## config.mk

```make
export PLATFORM = sky130hd
export DESIGN_NAME = uart_tx_ctrl_flat
export DESIGN_NICKNAME = d
export VERILOG_FILES = /design/src/rtl/uart_tx_ctrl_pkg.sv /design/src/rtl/uart_tx_ctrl_if.sv /design/src/rtl/uart_tx_ctrl_sync_fifo.sv /design/src/rtl/uart_tx_ctrl.sv /design/src/flat_wrapper.sv
export SDC_FILE = /design/constraint.sdc
export NUM_CORES = 1
export LEC_CHECK = 0
export BUFFER_PORTS_ARGS = -buffer_cell sky130_fd_sc_hd__buf_4
export CORE_MARGIN = 5
export CORE_UTILIZATION = 45
export CTS_CLUSTER_DIAMETER = 100
export DETAILED_ROUTE_END_ITERATION = 10
export MAX_ROUTING_LAYER = met4
export SYNTH_ARGS = -nofsm -noshare
export SYNTH_HDL_FRONTEND = slang
export SYNTH_SLANG_ARGS = --single-unit
```

## constraint.sdc

```tcl
create_clock -name sysclk -period 3.57 [get_ports sysclk]
set_clock_uncertainty 0.1 [all_clocks]
set_input_delay 0.357 -clock sysclk [delete_from_list [all_inputs] [get_ports sysclk]]
set_output_delay 0.357 -clock sysclk [all_outputs]
set_load 0.05 [all_outputs]
```

## src/rtl/uart_tx_ctrl_pkg.sv

```systemverilog
// ---------------------------------------------------------------------------
// uart_tx_ctrl_pkg
//   Shared definitions for the CPU serial-output path: MMIO addresses used by
//   the CPU address decoder to produce wr_en / clr_ovf, the default bit
//   period, and the transmit FSM state type.
// ---------------------------------------------------------------------------
package uart_tx_ctrl_pkg;

    // MMIO map decoded by the CPU load/store unit
    localparam logic [31:0] UART_DATA_ADDR = 32'h1000_0000;
    localparam logic [31:0] UART_STAT_ADDR = 32'h1000_0004;

    // 10 MHz sysclk / 115200 baud
    localparam int DEFAULT_CLKS_PER_BIT = 87;

    typedef enum logic [1:0] {
        ST_IDLE  = 2'd0,
        ST_START = 2'd1,
        ST_DATA  = 2'd2,
        ST_STOP  = 2'd3
    } tx_state_e;

endpackage

```

## src/rtl/uart_tx_ctrl_if.sv

```systemverilog
// ---------------------------------------------------------------------------
// uart_tx_ctrl_if
//   CPU-side register interface of the UART transmitter.
//   master (CPU) drives : wr_en, wr_data, clr_ovf
//   slave  (UART) drives: full, level, busy, ovf
// ---------------------------------------------------------------------------
interface uart_tx_ctrl_if #(
    parameter int PTR_W = 4
) ();
    import uart_tx_ctrl_pkg::*;

    logic             wr_en;    // store to the data address this cycle
    logic [7:0]       wr_data;  // byte to transmit
    logic             clr_ovf;  // store to the status address
    logic             full;     // FIFO holds FIFO_DEPTH bytes
    logic [PTR_W:0]   level;    // FIFO occupancy
    logic             busy;     // FIFO non-empty or frame in progress
    logic             ovf;      // sticky dropped-write flag

    modport master (
        output wr_en, wr_data, clr_ovf,
        input  full, level, busy, ovf
    );

    modport slave (
        input  wr_en, wr_data, clr_ovf,
        output full, level, busy, ovf
    );

endinterface

```

## src/rtl/uart_tx_ctrl_sync_fifo.sv

```systemverilog
// ---------------------------------------------------------------------------
// sync_fifo
//   Single-clock FIFO with registered occupancy count.
//   clk, rst_n        : clock, async active-low reset (empties the FIFO)
//   push, push_data   : write request (ignored while full)
//   pop, pop_data     : read request (ignored while empty); pop_data shows
//                       the head entry combinationally
//   full, empty, level: status decoded from the registered count
// ---------------------------------------------------------------------------
module sync_fifo #(
    parameter int WIDTH = 8,
    parameter int DEPTH = 16,
    parameter int PTR_W = 4
) (
    input  logic             clk,
    input  logic             rst_n,
    input  logic             push,
    input  logic [WIDTH-1:0] push_data,
    input  logic             pop,
    output logic [WIDTH-1:0] pop_data,
    output logic             full,
    output logic             empty,
    output logic [PTR_W:0]   level
);

    logic [WIDTH-1:0] mem_q [DEPTH];
    logic [PTR_W-1:0] wptr_q, wptr_d;
    logic [PTR_W-1:0] rptr_q, rptr_d;
    logic [PTR_W:0]   level_q, level_d;
    logic             push_ok;
    logic             pop_ok;

    assign full    = (level_q == (PTR_W+1)'(DEPTH));
    assign empty   = (level_q == '0);
    assign level   = level_q;
    assign push_ok = push & ~full;
    assign pop_ok  = pop & ~empty;
    assign pop_data = mem_q[rptr_q];

    // DEPTH is a power of two, so the pointers wrap naturally
    always_comb begin
        wptr_d  = wptr_q;
        rptr_d  = rptr_q;
        level_d = level_q;
        if (push_ok) wptr_d = wptr_q + PTR_W'(1);
        if (pop_ok)  rptr_d = rptr_q + PTR_W'(1);
        case ({push_ok, pop_ok})
            2'b10:   level_d = level_q + (PTR_W+1)'(1);
            2'b01:   level_d = level_q - (PTR_W+1)'(1);
            default: level_d = level_q;
        endcase
    end

    always_ff @(posedge clk or negedge rst_n) begin
        if (!rst_n) begin
            wptr_q  <= '0;
            rptr_q  <= '0;
            level_q <= '0;
        end else begin
            wptr_q  <= wptr_d;
            rptr_q  <= rptr_d;
            level_q <= level_d;
        end
    end

    // Storage needs no reset: entries are only read after being written
    always_ff @(posedge clk) begin
        if (push_ok) mem_q[wptr_q] <= push_data;
    end

endmodule

```

## src/rtl/uart_tx_ctrl.sv

```systemverilog
// ---------------------------------------------------------------------------
// uart_tx_ctrl
//   Drains the CPU's UART byte FIFO into 8N1 frames (idle high, LSB first).
//   sysclk      : system clock, rising edge
//   cpu_resetn  : async active-low reset; aborts any frame, line goes high
//   bus (slave) : wr_en/wr_data push, clr_ovf clears ovf; full/level/busy/ovf
//   uart_rx_out : registered serial line
// ---------------------------------------------------------------------------
module uart_tx_ctrl
    import uart_tx_ctrl_pkg::*;
#(
    parameter int CLKS_PER_BIT = DEFAULT_CLKS_PER_BIT,
    parameter int FIFO_DEPTH   = 16,
    parameter int PTR_W        = 4
) (
    input  logic           sysclk,
    input  logic           cpu_resetn,
    uart_tx_ctrl_if.slave  bus,
    output logic           uart_rx_out
);

    localparam int BAUD_W = (CLKS_PER_BIT > 1) ? $clog2(CLKS_PER_BIT) : 1;

    tx_state_e          state_q, state_d;
    logic [BAUD_W-1:0]  baud_q, baud_d;
    logic [2:0]         bit_q, bit_d;
    logic [7:0]         shift_q, shift_d;
    logic               line_q, line_d;
    logic               ovf_q, ovf_d;

    logic               fifo_push;
    logic               fifo_pop;
    logic [7:0]         fifo_head;
    logic               fifo_full;
    logic               fifo_empty;
    logic [PTR_W:0]     fifo_level;
    logic               baud_last;

    // Uses the registered full flag, so a same-cycle pop never admits a write
    assign fifo_push = bus.wr_en & ~fifo_full;

    sync_fifo #(
        .WIDTH (8),
        .DEPTH (FIFO_DEPTH),
        .PTR_W (PTR_W)
    ) u_fifo (
        .clk       (sysclk),
        .rst_n     (cpu_resetn),
        .push      (fifo_push),
        .push_data (bus.wr_data),
        .pop       (fifo_pop),
        .pop_data  (fifo_head),
        .full      (fifo_full),
        .empty     (fifo_empty),
        .level     (fifo_level)
    );

    assign baud_last = (baud_q == BAUD_W'(CLKS_PER_BIT - 1));

    always_comb begin
        state_d  = state_q;
        baud_d   = baud_q;
        bit_d    = bit_q;
        shift_d  = shift_q;
        line_d   = line_q;
        fifo_pop = 1'b0;

        case (state_q)
            ST_IDLE: begin
                line_d = 1'b1;
                baud_d = '0;
                if (!fifo_empty) begin
                    fifo_pop = 1'b1;
                    shift_d  = fifo_head;
                    line_d   = 1'b0;
                    state_d  = ST_START;
                end
            end
            ST_START: begin
                if (baud_last) begin
                    baud_d  = '0;
                    bit_d   = '0;
                    line_d  = shift_q[0];
                    state_d = ST_DATA;
                end else begin
                    baud_d = baud_q + BAUD_W'(1);
                end
            end
            ST_DATA: begin
                if (baud_last) begin
                    baud_d = '0;
                    if (bit_q == 3'd7) begin
                        line_d  = 1'b1;
                        state_d = ST_STOP;
                    end else begin
                        // Line is registered, so present the next bit as we shift
                        bit_d   = bit_q + 3'd1;
                        shift_d = shift_q >> 1;
                        line_d  = shift_q[1];
                    end
                end else begin
                    baud_d = baud_q + BAUD_W'(1);
                end
            end
            ST_STOP: begin
                if (baud_last) begin
                    baud_d = '0;
                    // Chain straight into the next start bit when data waits
                    if (!fifo_empty) begin
                        fifo_pop = 1'b1;
                        shift_d  = fifo_head;
                        line_d   = 1'b0;
                        state_d  = ST_START;
                    end else begin
                        line_d  = 1'b1;
                        state_d = ST_IDLE;
                    end
                end else begin
                    baud_d = baud_q + BAUD_W'(1);
                end
            end
            default: begin
                line_d  = 1'b1;
                baud_d  = '0;
                state_d = ST_IDLE;
            end
        endcase
    end

    // A dropped write in the same cycle as clr_ovf leaves ovf set
    always_comb begin
        ovf_d = ovf_q;
        if (bus.clr_ovf)              ovf_d = 1'b0;
        if (bus.wr_en && fifo_full)   ovf_d = 1'b1;
    end

    always_ff @(posedge sysclk or negedge cpu_resetn) begin
        if (!cpu_resetn) begin
            state_q <= ST_IDLE;
            baud_q  <= '0;
            bit_q   <= '0;
            shift_q <= '0;
            line_q  <= 1'b1;
            ovf_q   <= 1'b0;
        end else begin
            state_q <= state_d;
            baud_q  <= baud_d;
            bit_q   <= bit_d;
            shift_q <= shift_d;
            line_q  <= line_d;
            ovf_q   <= ovf_d;
        end
    end

    assign uart_rx_out = line_q;
    assign bus.full    = fifo_full;
    assign bus.level   = fifo_level;
    assign bus.busy    = ~fifo_empty | (state_q != ST_IDLE);
    assign bus.ovf     = ovf_q;

endmodule
```

## src/flat_wrapper.sv

```systemverilog
// flat-port wrapper written by rule: the top's interface ports become plain ports
module uart_tx_ctrl_flat import uart_tx_ctrl_pkg::*;
#(
    parameter int CLKS_PER_BIT = DEFAULT_CLKS_PER_BIT,
    parameter int FIFO_DEPTH   = 16,
    parameter int PTR_W        = 4
)
  (sysclk, cpu_resetn, uart_rx_out, bus_wr_en, bus_wr_data, bus_clr_ovf, bus_full, bus_level, bus_busy, bus_ovf);
  uart_tx_ctrl_if #(.PTR_W(PTR_W)) bus_i ();
  input  logic sysclk;
  input  logic cpu_resetn;
  output logic uart_rx_out;
  input wire logic [$bits(bus_i.wr_en)-1:0] bus_wr_en;
  input wire logic [$bits(bus_i.wr_data)-1:0] bus_wr_data;
  input wire logic [$bits(bus_i.clr_ovf)-1:0] bus_clr_ovf;
  output wire logic [$bits(bus_i.full)-1:0] bus_full;
  output wire logic [$bits(bus_i.level)-1:0] bus_level;
  output wire logic [$bits(bus_i.busy)-1:0] bus_busy;
  output wire logic [$bits(bus_i.ovf)-1:0] bus_ovf;
  assign bus_i.wr_en = bus_wr_en;
  assign bus_i.wr_data = bus_wr_data;
  assign bus_i.clr_ovf = bus_clr_ovf;
  assign bus_full = bus_i.full;
  assign bus_level = bus_i.level;
  assign bus_busy = bus_i.busy;
  assign bus_ovf = bus_i.ovf;
  uart_tx_ctrl #(.CLKS_PER_BIT(CLKS_PER_BIT), .FIFO_DEPTH(FIFO_DEPTH), .PTR_W(PTR_W)) u_core (.sysclk(sysclk), .cpu_resetn(cpu_resetn), .bus(bus_i), .uart_rx_out(uart_rx_out));
endmodule
```

Yosys cells after proc, flatten, opt, wreduce, memory -nomap -nowiden

Memories as Yosys holds them, arrays and structs flattened.
Cells that the tools add are included.

Register bits: 35
Bits in writable memories: 128
Output and inout bits: 9
Word-level logic and storage cells: 81
Memories: 1

Memories:

| memory              | words | width | read ports | clocked after Yosys merged registers in | wr ports | line                         | text |
|---|---|---|---|---|---|---|---|
| u_core.u_fifo.mem_q | 16    | 8     | 1          | 0                                       | 1        | uart_tx_ctrl_sync_fifo.sv:26 | `logic [WIDTH-1:0] mem_q [DEPTH];` |

Add/subtract/negate cells: 6
Equal/unequal tests: 14
Mux-type cells: 32
Bitwise logic cells: 6
Reductions and logical operators: 13

Operators with widths:

| kind                  | number |
|---|---|
| $mux W8               | 4 |
| $pmux W8 S3           | 1 |
| $pmux W7 S2           | 1 |
| $mux W1               | 12 |
| $mux W2               | 5 |
| $pmux W5 S2           | 1 |
| $mux W3               | 3 |
| $add A4 B1 Y4 const B | 2 |
| $ne A2 B1 Y1 const B  | 4 |
| $pmux W2 S4           | 1 |
| $reduce_and A4 Y1     | 2 |
| $reduce_bool A2 Y1    | 4 |
| $add A7 B1 Y7 const B | 1 |
| $eq A7 B7 Y1 const B  | 1 |
| $mux W7               | 1 |
| $eq A2 B2 Y1 const B  | 3 |
| $pmux W3 S2           | 1 |
| $add A5 B1 Y5 const B | 1 |
| $eq A5 B5 Y1 const B  | 1 |
| $logic_not A5 Y1      | 1 |
| $reduce_and A5 Y1     | 1 |
| $sub A5 B1 Y5 const B | 1 |
| $eq A2 B1 Y1 const B  | 2 |
| $ne A2 B2 Y1 const B  | 2 |
| 12 further kinds      | 15 |

Longest topological paths before layout

Depth after elaboration: 7
Mapped depth: 12

Modules after synthesis

Synthesis repeated with hierarchy kept, for this count alone.

Cells, all modules: 445
Area, all modules: 7,014.2 µm²

Modules (own cells, without submodules):

| module       | times used | cells an instance | area each (µm²) |
|---|---|---|---|
| sync_fifo    | 1          | 332               | 5,779.3 |
| uart_tx_ctrl | 1          | 113               | 1,234.9 |

Worst setup path before layout

Ideal clock, no wire load.

Kind: flip-flop to flip-flop
From: reg u_core.u_fifo.level_q[3] (netlist: u_core.u_fifo.level[3])
To: reg u_core.u_fifo.level_q[4] (netlist: u_core.u_fifo.level[4])
Arrival time: 2.789 ns
Data required time: 3.318 ns
Path slack: 0.529 ns
Cell stages (with the launch flop): 11
Path buffers: 0
Period minus slack after synthesis: 3.041 ns
Cells stage by stage: dfrtp_1 or4_4 nor2_8 nor3_2 ha_1 fa_1 a21o_1 a21oi_1 xor2_1 nor2_1 xor2_1

Word-level cells in the longest chain between the ends: 7
Elaborated cells between the ends (all ways): 16

Ends and longest elaborated chain:

| what                                              | line                                    | text |
|---|---|---|
| start, declared                                   | uart_tx_ctrl_sync_fifo.sv:29            | `logic [PTR_W:0] level_q, level_d;` |
| start signal, assigned                            | uart_tx_ctrl_sync_fifo.sv:62            | `level_q <= level_d;` |
| $logic_not A5 Y1 *                                | uart_tx_ctrl_sync_fifo.sv:34            | `assign empty = (level_q == '0);` |
| $mux W1                                           | uart_tx_ctrl.sv:72, uart_tx_ctrl.sv:109 |  |
| $mux W1                                           | uart_tx_ctrl.sv:106                     | `if (baud_last) begin` |
| $pmux W1 S2                                       | uart_tx_ctrl.sv:68                      | `case (state_q)` |
| $and A1 B1 Y1 *                                   | uart_tx_ctrl_sync_fifo.sv:37            | `assign pop_ok = pop & ~empty;` |
| via u_core.u_fifo.pop_ok                          | uart_tx_ctrl_sync_fifo.sv:31            | `logic pop_ok;` |
| $eq A2 B1 Y1 or $eq A2 B2 Y1 (tied branches)      | uart_tx_ctrl_sync_fifo.sv:47            | `case ({push_ok, pop_ok})` |
| $pmux W5 S2 or $reduce_bool A2 Y1 (tied branches) | --                                      |  |

The timed path passes the listed nets; every way through them passes the cells marked *.
A chain may end at the register's enable or synchronous reset.

Final worst setup path

From: reg u_core.baud_q[0]
To: reg u_core.u_fifo.level_q[4] (netlist: u_core.u_fifo.level[4])

Word-level cells in the longest chain between the ends: 6
Elaborated cells between the ends (all ways): 8

Ends and longest elaborated chain:

| what                                              | line                         | text |
|---|---|---|
| start, declared                                   | uart_tx_ctrl.sv:25           | `logic [BAUD_W-1:0] baud_q, baud_d;` |
| start signal, assigned                            | uart_tx_ctrl.sv:147          | `baud_q <= baud_d;` |
| $eq A7 B7 Y1 *                                    | uart_tx_ctrl.sv:58           | `assign baud_last = (baud_q == BAUD_W'(CLKS_PER_BIT - 1));` |
| $mux W1 *                                         | uart_tx_ctrl.sv:106          |  |
| $pmux W1 S2 *                                     | uart_tx_ctrl.sv:68           |  |
| $and A1 B1 Y1 *                                   | uart_tx_ctrl_sync_fifo.sv:37 |  |
| via u_core.u_fifo.pop_ok                          | uart_tx_ctrl_sync_fifo.sv:31 |  |
| $eq A2 B1 Y1 or $eq A2 B2 Y1 (tied branches)      | uart_tx_ctrl_sync_fifo.sv:47 |  |
| $pmux W5 S2 or $reduce_bool A2 Y1 (tied branches) | --                           |  |

Marked as above.

==> metrics <==
status complete, no violations; Antenna Nets Post-Route 0; Clk Latency, worst-skew pair 0.42 ns; Setup Viol. Count Final 0; global-route wire length before repair about 21000 um; clock root cell clkbuf_16; Starting Density between 40% and 50%; pre-CTS WS ~0.64 ns; clock buffer depth 2; crit end category flop; PnR Total Power 6.470 mW; reg2reg start u_core.baud_q[0]; mapped cell area just under 7000 um^2; Final Hold Vio Count 0; IO buf count 20; Inst Count DP 627; sequential area share after synthesis 67.97%; syn_nets approximately 460; Synthesis Warnings 0; via/cell ratio approximately 5.6; Worst Path Required 3.76 ns; WL final roughly 14000 um; GRT Util Overall 16.47%; Die Footprint around 18000 um^2; minimum clock period approximately 2.9 ns; routability congestion estimate 0.7629; Cell variety after synth 54; Routed wire per std cell about 20 um; Starting DRT DRC Count around 260; Slew headroom between 30% and 40%; Detailed Routing Iterations Pass 1 4; largest net degree at the start of global routing 36; Reg clk slew, reported paths roughly 0.060 ns; core footprint about 15000 um^2; Setup crit start kind flop; fmax between 300 and 400 MHz; fillcell total ~1300; VDD IR max roughly 0.43 mV; commonest non-fill, non-tap cell in the layout edfxtp_1; hold depth 2; design area approximately 8000 um^2; Synth Area per Inst around 16 um^2; min-delay src bus_wr_en; flop2flop setup slack 0.63 ns; highest-count cells in the layout ignoring fill and taps edfxtp_1, buf_4, dfrtp_1; number of global-route vias before repair 3745; final core occ approximately 52%; layout cells sized above 1 between 20% and 30%; post-route setup slack approximately 0.63 ns; Sink Count approximately 160; hold path endpoint u_core.bus.ovf; setup TNS 0 ns; RSZ-0062 raised after global routing false; nets@finish 491; pwr dens around 820 nW/um^2; Chip Width around 130 um; vias between 3000 and 4000; FF+latch count, synth about 160; post-cts resize count 0; Final Max Slew Viols 0; detailed placement HPWL about 9000 um; Die H ~130 um; Row Count 45; Slew @ Worst Pin 0.9742 ns; CTS tree done; synthesized instance count between 400 and 500; GRT overflow 0; # diodes 0; drt drc 0; Crit Path Class flop to flop; Area Growth Syn to Fin 13.40%; max cap viols 0; period utilization 82.25%; IO Count 21; Cell Count, Final, Fillers Out about 660; H-tree depth 4; R2R cell count 12; Leak a little under 3 nW; Hold WS 0.07582 ns; area post-placement 7333 um^2; Post CTS Setup Buffer Count 0; Arrival @ worst endpoint about 3.1 ns; Num CTS Buffers 17; RR Endpoint u_core.u_fifo.level[4]; initial antenna violation count 0; Hold Crit Class primary input to flop; critical path peak fanout 5
kinds of logic (layout without fill, tap and decap cells):
family	Yosys count	after routing	synth area share, %
flip-flops	163	163	67.97
AND/OR/NAND/NOR	81	81	6.017
AO/OA/AOI/OAI	64	64	6.756
multiplexers	51	51	11.31
buffers and inverters	28	76	2.216
adder cells (fa/ha/maj)	20	20	3.711
XOR/XNOR	16	16	2.018
synthesized netlist by cell type, drive strengths merged:
cell,number,area (um^2)
edfxtp,128,3844
dfrtp,34,850.8
mux2i,26,260.3
nor2,25,110.1
nand2,23,88.84
mux4,20,469.2
ha,19,237.7
a22oi,12,90.09
buf,12,93.83
o21ai,12,60.05
a21oi,10,50.05
inv,10,37.54
xnor2,9,78.83
xor2,7,61.31
clkbuf,6,22.52
nand3,6,30.03
o22ai,6,37.54
mux2,5,56.30
nor3,5,30.03
o21a,5,37.54
o311ai,5,51.30
nand2b,4,25.02
a22o,3,26.28
and3,3,18.77
o211ai,3,32.53
a21boi,2,18.77
a21o,2,15.01
a31oi,2,12.51
and2,2,12.51
and2b,2,15.01
and4b,2,23.77
nor2b,2,12.51
nor4,2,12.51
a222oi,1,10.01
dfstp,1,26.28
fa,1,20.02
nand4,1,6.260
nand4b,1,8.760
o41ai,1,27.53
or2,1,6.260
or3,1,6.260
or4,1,11.26
metal layers:
layer	vias to the layer above	global-route usage, %	part of all wire (%)
met5	-	-	0
li1	1702	-	-
met1	1893	21.66	45
met2	69	25.22	50
met4	0	5.600	0.60
met3	6	4.164	4.7
power breakdown:
part           switching, mW  leakage [nW]  internal (mW)
clock network          0.756         0.241          0.899
registers              0.280          1.58           2.38
logic                   1.22          1.06          0.941
total                   2.25          2.88           4.22
critical path: stages (launching register included):
cell     delay [ns]
dfrtp_1        0.42
inv_1          0.08
ha_1           0.16
and4b_4        0.27
a31oi_1        0.11
nor3_2         0.31
ha_1           0.36
ha_1           0.31
a21o_1         0.17
a21oi_1        0.17
xor2_1         0.15
nor2_1         0.06
xor2_1         0.14
worst max path at each step:
stage	startpoint	endpoint	slack (ns)
global placement	u_core.u_fifo.level[3]	u_core.u_fifo.level[4]	0.68
detailed placement	u_core.u_fifo.level[3]	u_core.u_fifo.level[4]	0.64
global route	u_core.baud_q[0]	u_core.u_fifo.level[4]	0.42
floorplan	u_core.u_fifo.level[3]	u_core.u_fifo.level[4]	0.53
CTS	u_core.baud_q[0]	u_core.u_fifo.level[4]	0.61
finish	u_core.baud_q[0]	u_core.u_fifo.level[4]	0.63
cell type report:
cell class | count | area [um^2] | area share [%]
flip-flops and latches | 163 | 4722 | 59.95
multi-input cells | 232 | 2071 | 26.29
clock buffers | 19 | 432.9 | 5.496
repair buffers | 35 | 277.8 | 3.527
well taps | 188 | 235.2 | 2.987
clock inverters | 12 | 100.1 | 1.271
inverters | 10 | 37.54 | 0.4766
flip-flops by register name, indices dropped and copies added, names as in the netlist, 2 cells and up:
signal	flops
u_core.baud_q	7
u_core.bit_q	3
u_core.shift_q	8
u_core.state_q	2
u_core.u_fifo.level	5
u_core.u_fifo.mem_q	128
u_core.u_fifo.rptr_q	4
u_core.u_fifo.wptr_q	4
repair_timing:
item                                    CTS  global route
endpoints found under the hold margin    34             0
hold buffers                              1             0
endpoints found under the setup margin    0             0
Note: power is estimated with default switching activity, not from simulation.
